### src/rtl/irq_dispatch_pkg.sv
// Shared CP0 interrupt definitions.
// Holds the interrupt line count, the interrupt ID width, the default
// edge/level selection and the dispatch FSM state encoding.
package irq_dispatch_pkg;

   localparam int unsigned IRQ_N    = 8;
   localparam int unsigned IRQ_ID_W = 3;

   // 1 = rising-edge triggered (latched), 0 = level triggered
   localparam logic [IRQ_N-1:0] IRQ_EDGE_MASK_DEFAULT = 8'hFF;

   typedef enum logic [1:0] {
      IDLE    = 2'd0,
      REQ     = 2'd1,
      SERVICE = 2'd2
   } irq_state_e;

endpackage

### src/rtl/irq_onehot_to_bin.sv
// One-hot to binary decoder for the interrupt grant vector.
// Ports:
//   onehot : one-hot (or all-zero) grant vector
//   bin    : binary index of the set bit, 0 when onehot is all-zero
module irq_onehot_to_bin
   import irq_dispatch_pkg::*;
(
   input  logic [IRQ_N-1:0]    onehot,
   output logic [IRQ_ID_W-1:0] bin
);

   // OR of the indices of all set bits; exact for a one-hot input.
   always_comb begin
      bin = '0;
      for (int i = 0; i < IRQ_N; i++) begin
         if (onehot[i]) begin
            bin = bin | IRQ_ID_W'(i);
         end
      end
   end

endmodule

### src/rtl/irq_dispatch.sv
// CP0 interrupt dispatcher.
// Synchronises eight device interrupt lines, latches them into a pending
// register, masks them with Status.IM/IE, picks the highest-priority line
// (bit 7 highest) and runs a request/ack/EOI handshake with CP0.
// Ports:
//   clk, rst_n   : clock, asynchronous active-low reset
//   irq_in       : raw device interrupt lines (asynchronous)
//   irq_mask     : Status.IM, 1 = line enabled
//   irq_ie       : Status.IE global enable
//   irq_ack      : CP0 took the exception for the current request
//   irq_eoi      : handler finished (ERET)
//   irq_req      : request to CP0 (REQ state)
//   irq_id       : binary ID of requested / in-service line
//   irq_onehot   : one-hot grant of requested / in-service line
//   irq_pending  : pending lines before masking (Cause.IP)
//   irq_busy     : handler in service (SERVICE state)
module irq_dispatch
   import irq_dispatch_pkg::*;
#(
   parameter int unsigned      N_IRQ     = IRQ_N,
   parameter int unsigned      ID_W      = IRQ_ID_W,
   parameter logic [N_IRQ-1:0] EDGE_MASK = IRQ_EDGE_MASK_DEFAULT
) (
   input  logic             clk,
   input  logic             rst_n,
   input  logic [N_IRQ-1:0] irq_in,
   input  logic [N_IRQ-1:0] irq_mask,
   input  logic             irq_ie,
   input  logic             irq_ack,
   input  logic             irq_eoi,
   output logic             irq_req,
   output logic [ID_W-1:0]  irq_id,
   output logic [N_IRQ-1:0] irq_onehot,
   output logic [N_IRQ-1:0] irq_pending,
   output logic             irq_busy
);

   logic [N_IRQ-1:0] sync1_q, sync2_q, sync3_q;
   logic [N_IRQ-1:0] pend_q, pend_d;
   logic [N_IRQ-1:0] grant_q, grant_d;
   logic [ID_W-1:0]  id_q, id_d;
   irq_state_e       state_q, state_d;

   logic [N_IRQ-1:0] elig;
   logic [N_IRQ-1:0] gnt;
   logic [ID_W-1:0]  gnt_id;
   logic [N_IRQ-1:0] clr;
   logic             found;

   assign elig = pend_q & irq_mask & {N_IRQ{irq_ie}};

   // First set bit scanning down from the MSB.
   always_comb begin
      gnt   = '0;
      found = 1'b0;
      for (int i = N_IRQ - 1; i >= 0; i--) begin
         if (elig[i] && !found) begin
            gnt[i] = 1'b1;
            found  = 1'b1;
         end
      end
   end

   irq_onehot_to_bin u_dec (
      .onehot (gnt),
      .bin    (gnt_id)
   );

   always_comb begin
      state_d = state_q;
      grant_d = grant_q;
      id_d    = id_q;
      clr     = '0;
      unique case (state_q)
         IDLE: begin
            if (|elig) begin
               grant_d = gnt;
               id_d    = gnt_id;
               state_d = REQ;
            end
         end
         REQ: begin
            // Grant frozen here; ack wins over a simultaneous eoi.
            if (irq_ack) begin
               clr     = grant_q & EDGE_MASK;
               state_d = SERVICE;
            end
         end
         SERVICE: begin
            if (irq_eoi) begin
               grant_d = '0;
               id_d    = '0;
               state_d = IDLE;
            end
         end
         default: begin
            grant_d = '0;
            id_d    = '0;
            state_d = IDLE;
         end
      endcase
   end

   // Edge lines: a new edge beats a same-cycle ack clear. Level lines track s2.
   assign pend_d = (EDGE_MASK & ((pend_q & ~clr) | (sync2_q & ~sync3_q)))
                 | (~EDGE_MASK & sync2_q);

   always_ff @(posedge clk or negedge rst_n) begin
      if (!rst_n) begin
         sync1_q <= '0;
         sync2_q <= '0;
         sync3_q <= '0;
         pend_q  <= '0;
         grant_q <= '0;
         id_q    <= '0;
         state_q <= IDLE;
      end else begin
         sync1_q <= irq_in;
         sync2_q <= sync1_q;
         sync3_q <= sync2_q;
         pend_q  <= pend_d;
         grant_q <= grant_d;
         id_q    <= id_d;
         state_q <= state_d;
      end
   end

   assign irq_req     = (state_q == REQ);
   assign irq_busy    = (state_q == SERVICE);
   assign irq_onehot  = grant_q;
   assign irq_id      = id_q;
   assign irq_pending = pend_q;

endmodule

### config.mk
export PLATFORM = sky130hd
export DESIGN_NAME = irq_dispatch
export DESIGN_NICKNAME = d
export VERILOG_FILES = /design/src/rtl/irq_dispatch_pkg.sv /design/src/rtl/irq_onehot_to_bin.sv /design/src/rtl/irq_dispatch.sv
export SDC_FILE = /design/constraint.sdc
export NUM_CORES = 1
export LEC_CHECK = 0
export CORE_AREA = 4 4 66 68
export CTS_BUF_LIST = sky130_fd_sc_hd__clkbuf_4 sky130_fd_sc_hd__clkbuf_8 sky130_fd_sc_hd__clkbuf_16
export CTS_CLUSTER_SIZE = 30
export DETAILED_ROUTE_END_ITERATION = 6
export DIE_AREA = 0 0 70 72
export PLACE_DENSITY = 0.74
export RECOVER_POWER = 25
export SYNTH_ARGS = -nofsm -noshare
export SYNTH_HDL_FRONTEND = slang
export SYNTH_HIERARCHICAL = 1
export SYNTH_SLANG_ARGS = --single-unit
### constraint.sdc
create_clock -name clk -period 2.45 [get_ports clk]
set_input_delay 0.49 -clock clk [delete_from_list [all_inputs] [get_ports clk]]
set_output_delay 0.49 -clock clk [all_outputs]
set_load 0.1 [all_outputs]
After elaboration in Yosys (flattened, before gate mapping)
Cells that the tools add are included.
{"block": "word_totals", "regBits": 45, "latchBits": 0, "mem_bits_rw": 0, "romBits": 0, "inputBits": 21, "out_inout_bits": 21, "word_cells": 71, "memories": 0}
{"block": "classes", "addsub": 0, "mul": 0, "n_div": 0, "order_cmp": 0, "eq_ne": 5, "shifts": 0, "n_mux": 33, "n_bitwise": 8, "n_reduce_logical": 18}
{"op": "bitwise AND 8 bit", "count": 4}
{"op": "two-way mux 8 bit", "count": 4}
{"op": "case mux 8 bit (3 select lines)", "count": 1}
{"op": "two-way mux 3 bit", "count": 6}
{"op": "NOT 8 bit", "count": 2}
{"op": "two-way mux 1 bit", "count": 15}
{"op": "two-way mux 2 bit", "count": 5}
{"op": "case mux 3 bit (3 select lines)", "count": 1}
{"op": "bitwise OR 8 bit", "count": 1}
{"op": "OR reduction 8 bit", "count": 1}
{"op": "logical AND 1 bit", "count": 7}
{"op": "zero test 1 bit", "count": 7}
{"op": "inequality test 2 bit (second input constant)", "count": 3}
{"op": "case mux 2 bit (3 select lines)", "count": 1}
{"op": "AND reduction 3 bit", "count": 2}
{"op": "== test 2 x 1 -> 1 bit (second input constant)", "count": 1}
{"op": "== test 2 bit (second input constant)", "count": 1}
{"op": "zero test 2 bit", "count": 1}
{"op": "NOT 1 bit", "count": 1}

Depth between registers and ports, before layout
Gate-level depths: netlist of the first run.
{"block": "logic_depth", "word_depth": 30, "depth_mapped": 5}

Hierarchy
Netlist of the first run, hierarchy kept.
{"mod": "irq_dispatch", "instances": 1, "cells_each": 131, "area_per_inst_um2": 1631.6, "seq_area_each_um2": 1126.1}
{"mod": "irq_onehot_to_bin", "instances": 1, "cells_each": 3, "area_per_inst_um2": 22.5, "seq_area_each_um2": 0.0}

Worst setup path after synthesis of the first run
Ideal clock, no wire load.
{"block": "synth_path", "path_type": "flip-flop to flip-flop", "start": "register state_q[0]", "end": "register grant_q[1] (netlist: irq_onehot[1])", "arrival_time_ns": 2.479, "path_slack_ns": -0.098, "path_stages_with_launch": 5, "path_buffers": 0, "path_cell_list": "dfrtp_1 nor2b_1 nor2_1 o41ai_4 a22o_1"}
{"block": "synth_between", "elab_chain_cells": 3}
{"item": "from (decl)", "line_no": "irq_dispatch.sv:42", "rtl": "irq_state_e state_q, state_d;"}
{"item": "from (signal assigned)", "line_no": "irq_dispatch.sv:124", "rtl": "state_q <= state_d;"}
{"item": "== test 2 x 1 -> 1 bit *"}
{"item": "via irq_req", "line_no": "irq_dispatch.sv:31", "rtl": "output logic irq_req,"}
{"item": "NOT 1 bit (no source line)"}
{"item": "AND reduction 3 bit (no source line)"}
{"item": "to (signal assigned)", "line_no": "irq_dispatch.sv:122", "rtl": "grant_q <= grant_d;"}
{"item": "to (decl)", "line_no": "irq_dispatch.sv:40", "rtl": "logic [N_IRQ-1:0] grant_q, grant_d;"}
Mark *: on every way through the listed nets, which the timed path passes. The rest lies on a longest branch.
A chain may end at the register's enable or synchronous reset.

Worst setup path in the final report of the first run
{"block": "layout_path", "start": "input port irq_mask[6]", "end": "register id_q[1] (netlist: irq_id[1])"}
{"block": "layout_between", "elab_chain_cells": 24}
{"item": "from (decl)", "line_no": "irq_dispatch.sv:27", "rtl": "input logic [N_IRQ-1:0] irq_mask,"}
{"item": "bitwise AND 8 bit * (2 in a row)", "line_no": "irq_dispatch.sv:50", "rtl": "assign elig = pend_q & irq_mask & {N_IRQ{irq_ie}};"}
{"item": "logical AND 1 bit *", "line_no": "irq_dispatch.sv:57", "rtl": "if (elig[i] && !found) begin"}
{"item": "two-way mux 1 bit *", "line_no": "irq_dispatch.sv:57"}
{"item": "zero test 1 bit", "line_no": "irq_dispatch.sv:57"}
{"item": "logical AND 1 bit", "line_no": "irq_dispatch.sv:57"}
{"item": "two-way mux 1 bit *", "line_no": "irq_dispatch.sv:57"}
{"item": "zero test 1 bit", "line_no": "irq_dispatch.sv:57"}
{"item": "logical AND 1 bit", "line_no": "irq_dispatch.sv:57"}
{"item": "[... 5 more ...]"}
{"item": "logical AND 1 bit *", "line_no": "irq_dispatch.sv:57"}
{"item": "two-way mux 1 bit *", "line_no": "irq_dispatch.sv:57"}
{"item": "via gnt[2]", "line_no": "irq_dispatch.sv:45", "rtl": "logic [N_IRQ-1:0] gnt;"}
{"item": "two-way mux 2 bit * (2 in a row)", "line_no": "irq_onehot_to_bin.sv:16", "rtl": "if (onehot[i]) begin"}
{"item": "two-way mux 3 bit * (4 in a row)", "line_no": "irq_onehot_to_bin.sv:16"}
{"item": "via gnt_id[1]", "line_no": "irq_dispatch.sv:46", "rtl": "logic [ID_W-1:0] gnt_id;"}
{"item": "two-way mux 3 bit *", "line_no": "irq_dispatch.sv:76", "rtl": "if (|elig) begin"}
{"item": "case mux 3 bit (3 select lines) *", "line_no": "irq_dispatch.sv:74", "rtl": "unique case (state_q)"}
{"item": "to (signal assigned)", "line_no": "irq_dispatch.sv:123", "rtl": "id_q <= id_d;"}
{"item": "to (decl)", "line_no": "irq_dispatch.sv:41", "rtl": "logic [ID_W-1:0] id_q, id_d;"}
Mark *: on every way through the listed nets, which the timed path passes. The rest lies on a longest branch. The select of a mux whose other input is x is not followed.

==> reports/qor.yml, run 1 <==
required_ns: 2.65
critPathLaunchType: "primary input"
grt_usage: 0.1354
clkSinkCount: 45
pwr_density_cell_nw_per_um2: 1294
use_met1: 0.1709
syn_inst: 133
crit_end: "irq_id[1]"
die_h_um: 72
fill_cells: 327
power_leakage_uw: 0.001072
holdPathStages: 0
busiest_layer: "met2"
port_buffers: 41
rr_endpoint: "irq_id[1]"
drc: 0
antenna_found_initial: 0
multi_input_area_um2: 488.0
rrSetupSlack_ns: 0.63
pwr-share-seq: 0.339
num_vias: 1164
htreeDepth: 2
drt_pass1_iterations: 4
max_cap_viol_count: 0
areaGrowthSynthToFinish_pct: 34.52
p_int_uw: 1500
rsz0062_at_grt: "no"
pwr-share-comb: 0.460
crit_type: "in -> reg"
status: "finished, final reports clean"
syn_area_per_cell_um2: 12.40
power.switching_uw: 1369
dieArea_um2: 5040
gp_congestion: 0.9356
cts_buffer_depth: 2
start_util: 0.4276
r2r-start: "irq_pending[6]"
tightest_slew_ns: 1.332
holdBufCountCts: 0
clk_root_buffer_cell: "clkbuf_8"
wl_per_cell_um: 13.57
postCtsSetupRepairBufs: 0
drive_gt1_frac: 0.2366
worst-path-max-fanout: 4
final_common_cell: "dfrtp_1"
clk_latency_ns: 0.30
netlist_area_um2: 1649
synth_fp_nets: 154
finalCritPeriodShare: 0.8461
final_nets: 206
cts-resized-gates: 0
yosys_warnings: 6
cp_data_arrival_time_ns: 2.27
period_needed_ns: 2.073
relSlewSlack: 0.1117
hpwl_um: 2377
row_count: 23
maxSlewViolCount: 0
clkPwrFrac: 0.201
antennaDiodeCount: 0
grt_pass1_wl_um: 5319
antenna_left: 0
skew_ns: 0.004850
final_cell_mix: "dfrtp_1, buf_4, nand2_1, clkdlybuf4s50_1"
overflow: 0
finalSetupTns_ns: 0
startpoint: "irq_mask[6]"
setup_viol: 0
use_met3: 0.06648
postLayoutSetupSlackWorst_ns: 0.3770
coreArea_um2: 3856
fmax_mhz: 482.4
grt_pass1_vias: 1130
hp-class: "reg -> reg"
numCtsBuffers: 5
met2_usage: 0.2120
num_io_pins: 42
first_iter_violations: 40
register_area_um2: 1126
ir_drop_uv: 437.9
reg2reg_depth: 5
die_w_um: 70
endpoint_kind: "flip-flop"
drt_wl_total_um: 3203
swShare: 0.4772
grt_max_degree: 27
avgViaCountPerCell: 4.932
pre_cts_slack_ns: 0.08237
cts_tree: "yes"
hold_viol: 0
clkTransAtPathRegs_ns: 0.08
## metal layers
layer  wire length, um  up-vias
met5                 0        -
met4                37        0
met3               264        6
met2              1511       42
met1              1390      550
li1                  -      566
## power groups by stage
| stage | combinational, uW | clock, uW | sequential [uW] |
|---|---|---|---|
| after floorplan | 422 | 0 | 1560 |
| after global placement | 1310 | 0 | 980 |
| after detailed placement | 1320 | 0 | 988 |
| after CTS | 1330 | 594 | 971 |
| after global routing | 1370 | 628 | 991 |
| final | 1320 | 578 | 972 |
## critical path, cell delays in order
cell,delay [ns]
clkdlybuf4s50_1,0.52
a22oi_4,0.10
a31oi_1,0.32
nor3_1,0.08
or4_1,0.52
a32o_1,0.23
## worst min-delay path by stage
stage / slack (ns) / end / from
2_1_floorplan: 0.19 / irq_id[0] / rst_n
3_3_place_gp: 0.33 / sync2_q[0] / sync1_q[0]
3_5_place_dp: 0.34 / sync2_q[6] / sync1_q[6]
4_1_cts: 0.18 / irq_pending[7] / rst_n
5_1_grt: 0.36 / sync2_q[0] / sync1_q[0]
6_report: 0.36 / sync2_q[2] / sync1_q[2]
## layout make-up
type | instances | share of cell area
clock inverter | 3 | 0.02256
timing repair buffer | 46 | 0.1754
tap | 50 | 0.02820
clock buffer | 5 | 0.03102
sequential | 45 | 0.5076
inverter | 9 | 0.01523
multi-input combinational | 78 | 0.2200
## stage by stage
| step | utilization | total power, uW | cell area, um^2 | hold slack [ns] | std cells |
|---|---|---|---|---|---|
| 6_report | 0.5753 | 2870 | 2218 | 0.3554 | 236 |
| 5_1_grt | 0.5753 | 2992 | 2218 | 0.3644 | 236 |
| 4_1_cts | 0.5756 | 2891 | 2220 | 0.1806 | 236 |
| 3_5_place_dp | 0.5448 | 2310 | 2101 | 0.3363 | 228 |
| 3_3_place_gp | 0.5448 | 2293 | 2101 | 0.3326 | 228 |
| 2_1_floorplan | - | 1985 | 1652 | 0.1944 | 133 |
## sequential cells by signal, indices dropped and copies added (netlist names)
| register | flops |
|---|---|
| sync3_q | 8 |
| state_q | 2 |
| irq_id | 3 |
| sync1_q | 8 |
| sync2_q | 8 |
| irq_pending | 8 |
| irq_onehot | 8 |
No activity file was read; power rests on OpenSTA's default activity.
==> inputs of run 2 (changes only) <==
Settings changed: CORE_AREA 4 4 66 68 to 4 4 68 70, DIE_AREA 0 0 70 72 to 0 0 72 74, PLACE_DENSITY 0.74 to 0.72.
Clock period 2.45 ns to 1.8 ns, I/O delays scaled along.
==> run 2 against run 1 <==
Against the previous run: critical path depth is 1 lower; core utilization increased by 9.2 points; sequential share of layout area shrank 7.5 points; setup slack got worse by 0.33 ns; flip-flop and latch count unchanged; critical endpoint is now irq_id[0]; via count increased by 8.1%; clock skew rose by 0.0020 ns; highest routed layer unchanged; combinational power grew 74%; sequential power up 45%; power is 56% higher; non-clock buffer count up 16; cell count grew 6.8%; largest power group unchanged.
==> reports/qor.yml, run 2 (synthesis results as in run 1) <==
areaGrowthSynthToFinish_pct: 60.77
numCtsBuffers: 5  # unchanged
fmax_mhz: 571.4
postLayoutSetupSlackWorst_ns: 0.05006  # -0.3269 ns
dp.cells: 241  # +5.7%
rrSetupSlack_ns: 0.05  # -0.58 ns
rsz0062_at_grt: "no"
row_count: 23  # unchanged
grt_pass1_vias: 1285  # +14%
antennaDiodeCount: 0  # unchanged
final_nets: 222  # +7.8%
crit_path_max_incr_delay_ns: 0.53  # about the same
antenna_left: 0  # unchanged
first_iter_violations: 76  # +90%
cts_tree: "yes"
setup_viol: 0  # unchanged
drt_pass1_iterations: 4  # unchanged
hold_viol: 0  # unchanged
grt_usage: 0.1549  # +0.01944
clkTransAtPathRegs_ns: 0.09  # about the same
register_area_um2: 1147  # +1.9%
hold_slack_ns: 0.3196  # -0.03584 ns
grt_max_degree: 46  # +70%
cts_buffer_depth: 2  # unchanged
clk_latency_ns: 0.30  # about the same
wl_per_cell_um: 15.35  # +13%
crit_buf_inv: 0  # -1
power_leakage_uw: 0.001275  # +19%
hpwl_um: 2851  # +20%
required_ns: 2.00  # -0.65 ns
cp_data_arrival_time_ns: 1.95  # -0.32 ns
finalCritPeriodShare: 0.9722
relSlewSlack: 0.2920  # +0.1803
drc: 0  # unchanged
pwr_density_cell_nw_per_um2: 1693  # +31%
num_vias: 1258  # +8.1%
port_buffers: 41  # unchanged
ir_drop_uv: 874.0  # +100%
period_needed_ns: 1.750
drive_gt1_frac: 0.3614  # +0.1248
final_cell_mix: "dfrtp_1, nand2_1, buf_12, buf_4"
overflow: 0  # unchanged
reg2reg_depth: 5  # unchanged
r2r-start: "irq_pending[7]"
rr_endpoint: "irq_id[0]"
fill_cells: 287  # -12%
finalSetupTns_ns: 0  # unchanged
skew_ns: 0.006851  # +0.002001 ns
slowest_stage: "or4_1"
crit_chain: "a22oi_4 -> o21bai_1 -> nor2_1 -> or4_1 -> a32o_2"
hp-class: "in -> async"
stdcell_count: 252  # +6.8%
worst-path-max-fanout: 4  # unchanged
multi_input_area_um2: 520.5  # +6.7%
startpoint: "irq_pending[7]"
pre_cts_slack_ns: -0.3912  # -0.4736 ns
dieArea_um2: 5328  # +5.7%
htreeDepth: 2  # unchanged
cp_top_family: "simple AND/OR/NAND/NOR gates"
die_h_um: 74  # +2.8%
tightest_slew_ns: 1.062  # -0.2705 ns
max_cap_viol_count: 0  # unchanged
gp_congestion: 0.9417  # +0.65%
clk_root_buffer_cell: "clkbuf_8"
start_util: 0.4152  # -0.01240
grt_pass1_wl_um: 6085  # +14%
endpoint_kind: "flip-flop"
coreArea_um2: 3971  # +3.0%
die_w_um: 72  # +2.9%
drt_wl_total_um: 3869  # +21%
holdBufCountCts: 0  # unchanged
num_io_pins: 42  # unchanged
clkSinkCount: 45  # unchanged
final_common_cell: "dfrtp_1"
crit_type: "reg -> reg"
critPathLaunchType: "flip-flop"
avgViaCountPerCell: 4.992  # +1.2%
maxSlewViolCount: 0  # unchanged
antenna_found_initial: 0  # unchanged
status: "finished, final reports clean"
## run 2: repair_timing
item | 4_1_cts | 5_1_grt
pin swaps | 2 | 5
buffers inserted | 1 | 2
endpoints found under the setup margin | 9 | 10
resized for setup | 5 | 4
## run 2: final cells by class
class	count	share of cell area
Inverter	9	0.01274
Tap cell	50	0.02360
Multi-Input combinational cell	78	0.1963
Clock inverter	3	0.01793
Clock buffer	5	0.02596
Sequential cell	45	0.4328
Timing Repair Buffer	62	0.2907
## run 2: worst register-to-register path: cells and delay by family, from the launching register on
kind,cells,cell delay [ns]
AOI/OAI and AO/OA,3,0.57
DFF,1,0.47
and+or+nand+nor,2,0.61
## run 2: worst max-delay path by stage
stage                end  slack, ns  depth (start not counted)
3_3_place_gp   irq_id[1]      -0.32                          6
4_1_cts        irq_id[0]      0.003                          6
2_1_floorplan  irq_id[1]      -0.11                          5
6_report       irq_id[0]       0.05                          5
5_1_grt        irq_id[0]       0.01                          5
3_5_place_dp   irq_id[0]      -0.39                          6
## run 2: through the flow
| stage | area [um^2] | total power, uW | util |
|---|---|---|---|
| floorplan | 1695 | 2750 | - |
| CTS | 2626 | 4512 | 0.6613 |
| global route | 2651 | 4666 | 0.6676 |
| global placement | 2505 | 3658 | 0.6308 |
| detailed placement | 2505 | 3710 | 0.6308 |
| finish | 2651 | 4488 | 0.6676 |
## run 2: routing by layer
layer / share of wire / global-route usage / wire length [um] / up-vias
li1: - / - / - / 597
met4: 0.034 / 0.08768 / 130 / 0
met5: 0 / 0 / 0 / -
met1: 0.38 / 0.1762 / 1461 / 607
met2: 0.54 / 0.2684 / 2073 / 41
met3: 0.052 / 0.03784 / 203 / 13
## run 2: power breakdown
| group | internal [uW] | switching [uW] |
|---|---|---|
| registers | 1190 | 216 |
| clock network | 423 | 363 |
| logic | 872 | 1420 |
